--- src/rtl/uart_bus_pkg.sv ---
// uart_bus_pkg: bus widths and arbiter state shared by the uart register port and its arbiter
package uart_bus_pkg;
  localparam int ADR_W = 2;
  localparam int SEL_W = 4;
  localparam int DAT_W = 32;
  typedef enum logic [1:0] {IDLE, GNT0, GNT1} state_e;
  typedef struct packed {
    logic [ADR_W-1:0] adr;
    logic [SEL_W-1:0] sel;
    logic             we;
    logic [DAT_W-1:0] dat;
  } req_t;
endpackage

--- src/rtl/bus_watchdog.sv ---
// bus_watchdog: saturating cycle counter that flags a transaction left unacknowledged for TIMEOUT cycles
module bus_watchdog #(
  parameter int unsigned TIMEOUT = 255
) (
  input  logic clk_i,
  input  logic rst_ni,
  input  logic clear_i,
  input  logic enable_i,
  output logic expired_o
);
  localparam int CW = TIMEOUT > 0 ? $clog2(TIMEOUT + 1) : 1;
  localparam logic [CW-1:0] LIM = CW'(TIMEOUT);
  logic [CW-1:0] cnt;
  always_ff @(posedge clk_i or negedge rst_ni) begin
    if (!rst_ni) cnt <= '0;
    else if (clear_i) cnt <= '0;
    else if (enable_i && cnt != LIM) cnt <= cnt + 1'b1;
  end
  assign expired_o = (TIMEOUT != 0) && (cnt == LIM);
endmodule

--- src/rtl/uart_bus_arbiter.sv ---
// uart_bus_arbiter: round-robin arbiter giving two masters one-at-a-time access to the uart register port
module uart_bus_arbiter
  import uart_bus_pkg::*;
#(
  parameter int unsigned TIMEOUT = 255
) (
  input  logic             clk_i,
  input  logic             rst_ni,
  input  logic [ADR_W-1:0] m0_adr_i,
  input  logic [SEL_W-1:0] m0_sel_i,
  input  logic             m0_stb_i,
  input  logic             m0_we_i,
  input  logic [DAT_W-1:0] m0_dat_i,
  output logic [DAT_W-1:0] m0_dat_o,
  output logic             m0_ack_o,
  output logic             m0_err_o,
  input  logic [ADR_W-1:0] m1_adr_i,
  input  logic [SEL_W-1:0] m1_sel_i,
  input  logic             m1_stb_i,
  input  logic             m1_we_i,
  input  logic [DAT_W-1:0] m1_dat_i,
  output logic [DAT_W-1:0] m1_dat_o,
  output logic             m1_ack_o,
  output logic             m1_err_o,
  output logic [ADR_W-1:0] s_adr_o,
  output logic [SEL_W-1:0] s_sel_o,
  output logic             s_stb_o,
  output logic             s_we_o,
  output logic [DAT_W-1:0] s_dat_o,
  input  logic [DAT_W-1:0] s_dat_i,
  input  logic             s_ack_i
);
  state_e state, next;
  logic last, g0, g1, stb_x, ack_ok, expired, to, done;
  req_t req0, req1, req_g;
  assign req0 = {m0_adr_i, m0_sel_i, m0_we_i, m0_dat_i};
  assign req1 = {m1_adr_i, m1_sel_i, m1_we_i, m1_dat_i};
  assign g0 = state == GNT0;
  assign g1 = state == GNT1;
  assign stb_x = g0 ? m0_stb_i : g1 ? m1_stb_i : 1'b0;
  assign ack_ok = stb_x & s_ack_i;
  // an ack arriving on the expiry cycle completes the transfer normally
  assign to = stb_x & expired & ~s_ack_i;
  assign done = ack_ok | to;
  bus_watchdog #(.TIMEOUT(TIMEOUT)) u_wd (
    .clk_i    (clk_i),
    .rst_ni   (rst_ni),
    .clear_i  (~stb_x | done),
    .enable_i (stb_x),
    .expired_o(expired)
  );
  always_ff @(posedge clk_i or negedge rst_ni) begin
    if (!rst_ni) begin
      state <= IDLE;
      last  <= 1'b1;
    end else begin
      state <= next;
      last  <= next == GNT0 ? 1'b0 : next == GNT1 ? 1'b1 : last;
    end
  end
  // a finished or aborted grant hands over to a waiting peer first, otherwise re-grants a still-requesting owner
  always_comb begin
    next = state;
    if (state == IDLE)
      next = (m0_stb_i && (!m1_stb_i || last)) ? GNT0 : m1_stb_i ? GNT1 : IDLE;
    else if (!stb_x || done)
      next = (g0 ? m1_stb_i : m0_stb_i) ? (g0 ? GNT1 : GNT0) : stb_x ? state : IDLE;
  end
  always_comb begin
    req_g = g0 ? req0 : req1;
    s_stb_o = stb_x & ~to;
    {s_adr_o, s_sel_o, s_we_o, s_dat_o} = stb_x ? req_g : '0;
    m0_ack_o = g0 & done;
    m0_err_o = g0 & to;
    m0_dat_o = (g0 & ack_ok) ? s_dat_i : '0;
    m1_ack_o = g1 & done;
    m1_err_o = g1 & to;
    m1_dat_o = (g1 & ack_ok) ? s_dat_i : '0;
  end
endmodule

--- config.mk ---
export PLATFORM = sky130hd
export DESIGN_NAME = uart_bus_arbiter
export DESIGN_NICKNAME = d
export VERILOG_FILES = /design/src/rtl/uart_bus_pkg.sv /design/src/rtl/bus_watchdog.sv /design/src/rtl/uart_bus_arbiter.sv
export SDC_FILE = /design/constraint.sdc
export NUM_CORES = 1
export LEC_CHECK = 0
export CORE_MARGIN = 3
export CORE_UTILIZATION = 25
export DETAILED_ROUTE_END_ITERATION = 10
export PLACE_DENSITY_LB_ADDON = 0.25
export SETUP_SLACK_MARGIN = 0.3
export SKIP_CTS_REPAIR_TIMING = 1
export SYNTH_ARGS = -nofsm -noshare
export SYNTH_HDL_FRONTEND = slang
export SYNTH_SLANG_ARGS = --single-unit
--- constraint.sdc ---
create_clock -name clk_i -period 3.04 [get_ports clk_i]
set_input_delay 0.912 -clock clk_i [delete_from_list [all_inputs] [get_ports clk_i]]
set_output_delay 0.912 -clock clk_i [all_outputs]
set_load 0.02 [all_outputs]
# Word level (Yosys, flattened, before mapping)
# Cells that the tools add are included.
# word_totals
output_inout_bits,108
word_cells,52
regBits,11
in_bits,115
# classes
n_reduce_logical,9
bitwise_logic,15
eq_ne,6
muxes,18
add_sub_neg,1
# op_table
op,n
39-bit two-way mux,2
32-bit two-way mux,2
8-bit two-way mux,2
2-bit two-way mux,7
1-bit bitwise AND,10
8-bit by 1-bit adder with 8-bit output (second input constant),1
8-bit equality test (second input constant),1
8-bit inequality test (second input constant),1
1-bit two-way mux,5
2-bit by 1-bit equality test with 1-bit output (second input constant),2
2-bit equality test (second input constant),2
2-bit nonzero test,2
1-bit inverter,3
1-bit logical AND,2
1-bit logical NOT,2
2-bit logical NOT,1
1-bit logical OR,2
1-bit bitwise OR,2

# Logic depth before layout (Yosys ltp)
# logic_depth
word_depth,12
ltp_mapped,8
mapped_depth_nobuf,7

# Modules after synthesis
# Synthesis repeated with hierarchy kept, for this count alone.
# hier_totals
hier_cells,281
area_unflattened_um2,1739.2
# modules_own_cells
mod,seq_area_each_um2,area_per_inst_um2,cells_per_inst,instances
uart_bus_arbiter,76.3,1265.0,234,1
bus_watchdog,200.2,474.2,47,1

# Worst setup path after synthesis
# Ideal clock, no wire load.
# synth_timing
kind,input port to output port
startpoint,input port m1_stb_i
endpoint,output port m1_ack_o
slack_ps,-132
cell_stages,4
arrival_ps,2260
path_cell_list,a22oi_2 -> buf_2 -> nor4b_1 -> or2_2
# synth_between
elab_chain_len,6
word_cells_on_any_way,7
# synth_rtl
element,line_no,text
start: declaration,uart_bus_arbiter.sv:19,"input logic m1_stb_i,"
1-bit two-way mux (*) (2 in a row),uart_bus_arbiter.sv:40,assign stb_x = g0 ? m0_stb_i : g1 ? m1_stb_i : 1'b0;
1-bit bitwise AND (2 in a row),uart_bus_arbiter.sv:43,assign to = stb_x & expired & ~s_ack_i;
1-bit bitwise OR (*),uart_bus_arbiter.sv:44,assign done = ack_ok | to;
1-bit bitwise AND (*),uart_bus_arbiter.sv:76,m1_ack_o = g1 & done;
end: declaration,uart_bus_arbiter.sv:23,"output logic m1_ack_o,"
# Every way passes the cells marked *; elsewhere a longest branch is shown, timed or not.

# Worst setup path after layout
# layout_timing
startpoint,input port m1_stb_i
endpoint,output port m0_ack_o
# layout_between
elab_chain_len,6
word_cells_on_any_way,7
# layout_rtl
element,line_no,text
1-bit two-way mux (*) (2 in a row),uart_bus_arbiter.sv:40,
1-bit bitwise AND (2 in a row),uart_bus_arbiter.sv:43,
1-bit bitwise OR (*),uart_bus_arbiter.sv:44,
1-bit bitwise AND (*),uart_bus_arbiter.sv:73,m0_ack_o = g0 & done;
end: declaration,uart_bus_arbiter.sv:15,"output logic m0_ack_o,"
# Marks and branches as above.

==> flow_summary.yaml <==
status:
  status: "completed"
floorplanning:
  coreArea_um2: 6096
  initial_core_util_pct: 26.50
  num_rows: 28
  dieArea_um2: 7462
  die_h_um: 86.38
  io_pins: 223
  die_w_um: 86.38
timing:
  hold_viol: 0
  fmax_mhz: 358.6
  hold_ws_ns: 0.4800
  setup_viol: 0
  drv_slew: 0
  skew_ns: 0.002097
  relSlewSlack_pct: 66.58
  fin_crit_ns: 2.788
  postLayoutSetupSlackWorst_ns: 0.2515
  setup_tns_ns: 0
  tightest_slew_ns: 0.4998
  post-route-period-util_pct: 91.73
  rsz0062_at_grt: "yes"
critical_path:
  crit_path_end_kind: "output port"
  start_kind: "input pin"
  arrival_ns: 1.88
  critPathRequiredTime_ns: 2.13
  crit_path_frequent_cell: "buf_6"
  slowest_stage: "or2_4"
  crit_type: "input pin to output port"
  max_stage_delay_ns: 0.23
  path_cells: "buf_8 -> a22oi_2 -> buf_6 -> buf_4 -> nor4_4 -> or2_4 -> buf_6"
  cp_max_fo: 6
clock_tree:
  numClockSinks: 11
  cts-htree-levels: 1
  cts_tree: "done"
  insertion_delay_ns: 0.23
  numCtsBuffers: 3
  root_buffer: "clkbuf_8"
  clockBufferDepth: 2
  clk_pin_slew_ns: 0.05
grt:
  use_met3_pct: 6.654
  grt.busiest_layer: "met2"
  grt_use_met2_pct: 39.99
  grt_pass1_wl_um: 12880
  grtUsageMet1_pct: 23.10
  track_usage_pct: 21.28
  antenna_found_initial: 1
  grt_pass1_vias: 2684
  grt_max_degree: 40
  grt_overflow_total: 0
layout:
  final_common_cell: "clkdlybuf4s50_1"
  most-common-layout-cells: "111 x clkdlybuf4s50_1, 83 x nand2_1, 64 x and2_1"
  drive_above_1_share_pct: 21.29
  nNetsFinal: 616
  area_growth_pct: 144.5
routing:
  via_count: 2660
  drtIter0Drc: 48
  ant_nets: 0
  drc_errors: 0
  via_per_inst: 4.634
  finalWirelength_um: 8666
  dr.pass1.iters: 4
  wire_per_inst_um: 15.10
synthesis:
  synth_area_um2: 1615
  yosys_register_bits: 11
  yosysWarnings: 0
  synth_cells: 269
  yosysSeqAreaShare_pct: 17.12
  synth.distinct_cells: 34
  syn_nets: 386
  avgSynthCellArea_um2: 6.005
placed_design:
  finalWeightedCongestion: 0.7819
  io_buffer_count: 222
  dp_hpwl_um: 7042
  place_ws_ns: -0.5603
power_and_ir_drop:
  p_per_area_nw_per_um2: 387.5
  p_leak_nw: 2.503
  peakVddDrop_mv: 0.2180
run:
  max-cap-violations: 0
worst_hold_path:
  hold_path_class: "register to register"
[metal layers]
layer,vias to the layer above,share of wire (%)
met1,1188,36
met5,-,0
met4,0,1.6
met2,135,52
met3,10,9.7
li1,1327,-
[stage by stage]
stage | utilization, % | total power, mW | std cells | cell area [um2]
global route | 64.80 | 1.645 | 574 | 3950
detailed placement | 65.68 | 1.411 | 561 | 4004
floorplan | - | 0.8070 | 269 | 1629
CTS | 66.42 | 1.561 | 565 | 4049
finish | 64.80 | 1.531 | 574 | 3950
global placement | 65.68 | 1.396 | 561 | 4004
[critical path: cells and delay by family]
family | cells | cell delay [ns]
AO/OA/AOI/OAI | 1 | 0.18
buffers and inverters | 4 | 0.50
AND/OR/NAND/NOR | 2 | 0.27
[layout make-up]
class | count | area, um2
Fill cell | 558 | 2146
Sequential cell | 11 | 276.5
Clock buffer | 4 | 45.04
Antenna cell | 1 | 2.502
Multi-Input combinational cell | 234 | 1285
Inverter | 3 | 11.26
Timing Repair Buffer | 246 | 2236
Tap cell | 75 | 93.84
[kinds of logic after synthesis]
kind of cell,synth area share [%]
simple gates,53.83
compound gates,15.96
buf+inv,5.809
flops,17.12
mux,3.563
xor+xnor,2.169
fa+ha+maj,1.549
[flip-flops by register name (all words and copies together) (netlist names), named ones only]
name / count
last: 1
state: 1
u_wd.cnt: 8
[synthesized netlist by cell type]
cell type | count | area (um2)
nand2_1 | 83 | 311.6
and2_1 | 64 | 400.4
a21oi_1 | 41 | 205.2
clkbuf_1 | 12 | 45.04
dfrtp_1 | 10 | 250.2
nor2_1 | 9 | 33.78
buf_1 | 6 | 22.52
nand3_1 | 4 | 20.02
buf_2 | 3 | 15.01
inv_1 | 3 | 11.26
xor2_1 | 3 | 26.28
and2b_1 | 2 | 15.01
and3_1 | 2 | 12.51
ha_1 | 2 | 25.02
mux2_1 | 2 | 22.52
mux2i_1 | 2 | 20.02
nor3_1 | 2 | 10.01
o21ai_0 | 2 | 10.01
or2_2 | 2 | 12.51
a2111oi_0 | 1 | 8.760
a211oi_1 | 1 | 7.510
a21boi_0 | 1 | 7.510
a22oi_2 | 1 | 12.51
a31oi_1 | 1 | 6.260
and4_1 | 1 | 8.760
dfstp_2 | 1 | 26.28
mux2_4 | 1 | 15.01
nand2b_1 | 1 | 6.260
nand2b_2 | 1 | 8.760
nor4_1 | 1 | 6.260
nor4b_1 | 1 | 8.760
or3_1 | 1 | 6.260
or3b_1 | 1 | 8.760
xnor2_1 | 1 | 8.760
[final timing paths]
path	start	endpoint	slack, ns	depth (start not counted)
worst max register to register	state[1]	last	0.51	9
worst min register to register	last	last	0.48	2
min in group asynchronous	rst_ni	u_wd.cnt[1]	1.01	1
worst max-delay path	m1_stb_i	m0_ack_o	0.25	7
max in group asynchronous	rst_ni	last	1.67	1
worst min-delay path	last	last	0.48	2
[report_power, final]
| group | leakage, nW | total [mW] | internal [mW] | switching (mW) |
|---|---|---|---|---|
| combinational | 2.33 | 1.20 | 0.545 | 0.654 |
| sequential | 0.147 | 0.186 | 0.168 | 0.0179 |
| clock | 0.0228 | 0.144 | 0.0919 | 0.0526 |
No activity file was read; power rests on OpenSTA's default activity.
